<file path="src/rtl/mem_access_ctrl.sv">
// Single-port memory access sequencer: IDLE -> ACCESS (WAIT_CYCLES cycles) -> DONE.
// Define MEM_ACCESS_ALIGN_CHECK_EN to trap misaligned half/word requests with err_o.
module mem_access_ctrl #(
  parameter int unsigned WAIT_CYCLES = 1
) (
  input  logic        clk,
  input  logic        rst,
  // CPU side
  input  logic        req_i,
  input  logic        we_i,
  input  logic [1:0]  size_i,
  input  logic        sign_i,
  input  logic [31:0] addr_i,
  input  logic [31:0] wdata_i,
  output logic        busy_o,
  output logic        done_o,
  output logic [31:0] rdata_o,
  output logic        err_o,
  // memory side
  output logic [31:0] mem_addr_o,
  output logic [31:0] mem_wdata_o,
  output logic        mem_write_o,
  output logic [3:0]  mem_be_o,
  output logic        mem_sign_o,
  input  logic [31:0] mem_rdata_i
);

  typedef enum logic [1:0] {IDLE, ACCESS, DONE} state_t;

  localparam logic [3:0] CNT_INIT = 4'(WAIT_CYCLES - 1);

  state_t      state;
  logic [3:0]  cnt;
  logic        we_q;
  logic        sign_q;
  logic [1:0]  size_q;
  logic [31:0] addr_q;
  logic [31:0] wdata_q;
  logic        misaligned;

  // Size 2'b11 falls into the word case everywhere below.
  function automatic logic [3:0] lane_mask(input logic [1:0] sz, input logic [1:0] a);
    case (sz)
      2'b00:   return 4'b0001 << a;
      2'b01:   return a[1] ? 4'b1100 : 4'b0011;
      default: return 4'b1111;
    endcase
  endfunction

`ifdef MEM_ACCESS_ALIGN_CHECK_EN
  logic err_q;

  assign misaligned = ((size_i == 2'b01) && addr_i[0]) ||
                      (size_i[1] && (addr_i[1:0] != 2'b00));
  assign err_o      = (state == DONE) && err_q;
`else
  // Misaligned halves/words are truncated by lane_mask and proceed normally.
  assign misaligned = 1'b0;
  assign err_o      = 1'b0;
`endif

  // NOTE: async reset appears in the sensitivity list; state uses non-blocking (<=) so all
  // registers update together from pre-edge values.
  always_ff @(posedge clk or posedge rst) begin
    if (rst) begin
      state   <= IDLE;
      cnt     <= '0;
      we_q    <= 1'b0;
      sign_q  <= 1'b0;
      size_q  <= '0;
      addr_q  <= '0;
      wdata_q <= '0;
      rdata_o <= '0;
`ifdef MEM_ACCESS_ALIGN_CHECK_EN
      err_q   <= 1'b0;
`endif
    end else begin
      case (state)
        IDLE: begin
          if (req_i) begin
            we_q    <= we_i;
            sign_q  <= sign_i;
            size_q  <= size_i;
            addr_q  <= addr_i;
            wdata_q <= wdata_i;
            cnt     <= CNT_INIT;
`ifdef MEM_ACCESS_ALIGN_CHECK_EN
            err_q   <= misaligned;
`endif
            if (misaligned) begin
              state   <= DONE;
              rdata_o <= '0;
            end else begin
              state <= ACCESS;
            end
          end
        end
        ACCESS: begin
          if (cnt == 4'd0) begin
            state <= DONE;
            if (!we_q) rdata_o <= mem_rdata_i;
          end else begin
            cnt <= cnt - 4'd1;
          end
        end
        DONE:    state <= IDLE;
        default: state <= IDLE;
      endcase
    end
  end

  assign busy_o      = (state != IDLE);
  assign done_o      = (state == DONE);
  assign mem_addr_o  = addr_q;
  assign mem_wdata_o = wdata_q;
  assign mem_be_o    = (state == ACCESS) ? lane_mask(size_q, addr_q[1:0]) : 4'b0000;
  assign mem_sign_o  = (state == ACCESS) && sign_q;
  // Single strobe per store: only the last ACCESS cycle writes.
  assign mem_write_o = (state == ACCESS) && we_q && (cnt == 4'd0);

endmodule

</file>
<file path="config.mk">
export PLATFORM = sky130hd
export DESIGN_NAME = mem_access_ctrl
export DESIGN_NICKNAME = d
export VERILOG_FILES = /design/src/rtl/mem_access_ctrl.sv
export SDC_FILE = /design/constraint.sdc
export NUM_CORES = 1
export LEC_CHECK = 0
export ABC_AREA = 0
export ABC_CLOCK_PERIOD_IN_PS = 9800
export CORE_UTILIZATION = 43
export CTS_CLUSTER_SIZE = 25
export DETAILED_ROUTE_END_ITERATION = 8
export PLACE_DENSITY = 0.93
export RECOVER_POWER = 50
export SYNTH_ARGS = -nofsm -noshare
export SYNTH_HDL_FRONTEND = slang
export SYNTH_SLANG_ARGS = --single-unit
</file>
<file path="constraint.sdc">
create_clock -name clk -period 9.8 [get_ports clk]
set_input_delay 2.45 -clock clk [delete_from_list [all_inputs] [get_ports clk]]
set_output_delay 2.45 -clock clk [all_outputs]
set_load 0.01 [all_outputs]
</file>
==> impl_metrics.ini <==
[synthesis]
synthMuxAreaShare_pct = 26.98
synthCells = 265
synth-xor-area-share_pct = 0
synth-seq-cells = 106
yosysTopAreaCell = dfrtp_1
synthDistinctLibCells = 29
ys_seq_area_share_pct = 64.26
synth_nets = 370
synthAdderAreaFrac_pct = 0.6062
synth_common_cells = dfrtp_1, mux2_2, buf_2, nand3_1
synth-compound-area-share_pct = 1.455
synthArstFlopShare_pct = 100.0
synth_top_area_share_pct = 64.26
synthTopCellsByArea = dfrtp_1, mux2_2, buf_2, buf_6, nand3_1
syn_area_um2 = 4128
avgSynthCellArea_um2 = 15.58
synth_top_family_by_area = multiplexers
synth_most_common_cell = dfrtp_1
synth_enable_flop_cells = 0
ys.flop_type = dfrtp_1
yosysWarnings = 0
yosys.area_share.simple_pct = 4.122

[pwr]
powerDensity_nw_per_um2 = 312.6
ir_worst_vdd_mv = 0.1648
p_leak_nw = 2.734
totalPowerFinal_mw = 2.032

[worst_setup_path]
cpPeakStageDelay_ns = 1.27
end_kind = async pin
worst-path-stages = 3
rr_worst_depth = 6
path_max_fanout = 55
critical_path_class = in -> async
start_kind = input port
slowest_stage = clkinvlp_2
required_ns = 10.22
cp.arrival_ns = 5.06
rr_endpoint = rdata_o[28]$_DFFE_PP0P_
cp_top_family = buffers and inverters
rr_startpoint = cnt[0]$_DFFE_PP0P_
path_cells = dlygate4sd3_1 -> clkinvlp_2 -> buf_4
reg2reg_setup_slack_ns = 7.31
crit_buf_inv = 3

[placed_design]
dp_hpwl_um = 7051
gp_congestion = 0.7624
portBuffers = 206

[clock_network]
cts_hold_buf = 0
post_cts_buffers = 0
cts_tree = yes
post_cts_resized = 0
clkTransAtPathRegs_ns = 0.09
root_buffer = clkbuf_8
numCtsBuffers = 9
clock-sinks = 106
clock_latency_ns = 0.34
htreeDepth = 3
cts_buffer_depth = 2

[sta]
maxSlewHeadroom_pct = -48.09
fmax_mhz = 215.3
tns_ns = 0
period_minus_slack_ns = 4.644
slew_viol_final = 53
hold_viol_final = 0
finalClockSkew_ns = 0.01268
tightest_slew_ns = 2.209
finalCritPeriodShare_pct = 47.39
rsz0062_at_grt = false
setup_viol = 0

[route]
wl_um = 9535
vias = 2906
detail-route-antenna-nets = 0
dr.pass1.iters = 4
via_per_inst = 4.795
drc = 0
drt_iter0_markers = 74
avgRoutedWirePerCell_um = 15.73

[min_path]
whs_endpoint = mem_wdata_o[4]$_DFFE_PP0P_
hold_path_startpoint = mem_wdata_o[4]$_DFFE_PP0P_
hold_depth = 1
hp-class = reg -> reg

[flow_run]
cap_violations = 1

[finish]
seq_area_um2 = 2653
n_fill_cell = 657
area_growth_syn_to_layout_pct = 57.50
drive_above_1_share_pct = 25.16
diodes = 0
final_nets = 577
multi_input_area_um2 = 1375

[floorplan]
core_um2 = 9284
rows = 35
die_h_um = 99.98
die_x_um = 99.98
start_util_pct = 44.46
die-area_um2 = 9995
ios = 208

[grt]
first_global_vias = 3065
grt_start_max_net_pins = 73
overflow = 0
track_usage_pct = 19.21
grt_pass1_wl_um = 14920
antenna_found_initial = 0

[run_status]
violations = max-capacitance violations, max-slew violations
run_status = finished, violations left
[per-layer routing]
| layer | global-route usage, % | vias to the layer above | part of all wire [%] |
|---|---|---|---|
| met5 | 0 | - | 0 |
| met4 | 5.128 | 0 | 0.80 |
| met3 | 6.337 | 7 | 8.2 |
| met2 | 35.81 | 122 | 53 |
| met1 | 20.86 | 1435 | 38 |
| li1 | - | 1342 | - |
[registers in the layout (all words and copies together), names as in the netlist]
| register | flops |
|---|---|
| rdata_o | 32 |
| mem_addr_o | 32 |
| mem_wdata_o | 32 |
| we_q | 1 |
| sign_q | 1 |
| state | 2 |
| cnt | 4 |
| size_q | 2 |
[layout by cell type (no fill, tap or decap), types with 2 or more instances in the layout]
| cell | Yosys | layout |
|---|---|---|
| dfrtp_1 | 106 | 106 |
| dlygate4sd3_1 | 0 | 106 |
| clkdlybuf4s50_1 | 0 | 100 |
| mux2_2 | 97 | 97 |
| clkbuf_8 | 0 | 10 |
| nand3_1 | 6 | 6 |
| o21ai_0 | 5 | 5 |
| inv_1 | 5 | 4 |
| nand2_1 | 4 | 4 |
| a21oi_1 | 4 | 4 |
| nor2_1 | 3 | 3 |
| inv_6 | 0 | 3 |
| buf_4 | 1 | 3 |
| nand2b_1 | 2 | 2 |
| nor2b_1 | 2 | 2 |
| or3_1 | 2 | 2 |
| ha_1 | 2 | 2 |
[layout make-up]
cell class	count	share of cell area [%]
clock buffer	10	2.117
clock inverter	6	1.078
inverter	5	0.3079
multi-input combinational	141	21.15
sequential	106	40.80
tap	129	2.483
timing repair buffer	209	32.06
[power breakdown]
group	switching, mW	leakage [nW]	total, mW	internal (mW)
Clock	0.151	0.108	0.279	0.128
Sequential	0.117	1.26	0.777	0.660
Combinational	0.387	1.37	0.977	0.590
Total	0.655	2.73	2.03	1.38
[logic make-up (layout without fill, tap and decap cells)]
logic type,after synthesis,after routing
buf+inv,18,230
other cells,1,1
compound gates,11,11
fa+ha+maj,2,2
flops,106,106
mux,99,99
simple gates,28,28
[worst max-delay path by stage]
stage | start | to | slack (ns)
3_3_place_gp | req_i | mem_addr_o[19]$_DFFE_PP0P_ | 5.47
5_1_grt | rst | mem_addr_o[27]$_DFFE_PP0P_ | 4.65
4_1_cts | cnt[0]$_DFFE_PP0P_ | mem_write_o | 5.19
3_5_place_dp | req_i | mem_wdata_o[28]$_DFFE_PP0P_ | 5.40
6_report | rst | mem_addr_o[28]$_DFFE_PP0P_ | 5.16
2_1_floorplan | rst | cnt[0]$_DFFE_PP0P_ | 4.56
[stage by stage]
stage	std cells	setup slack, ns	hold slack [ns]	utilization [%]	cell area [µm²]
2_1_floorplan	265	4.561	0.4721	-	4128
3_3_place_gp	590	5.466	0.4684	67.83	6297
3_5_place_dp	590	5.399	0.4945	67.83	6297
4_1_cts	606	5.189	0.5168	70.07	6505
5_1_grt	606	4.647	0.5229	70.03	6501
6_report	606	5.156	0.5060	70.03	6501
[worst register-to-register path: stages, from the launching register on]
cell     delay (ns)
dfrtp_1        0.40
inv_1          0.12
ha_1           0.21
or3b_1         0.48
nor3_4         0.40
buf_4          0.38
mux2_2         0.40
No activity file was read; power rests on OpenSTA's default activity.
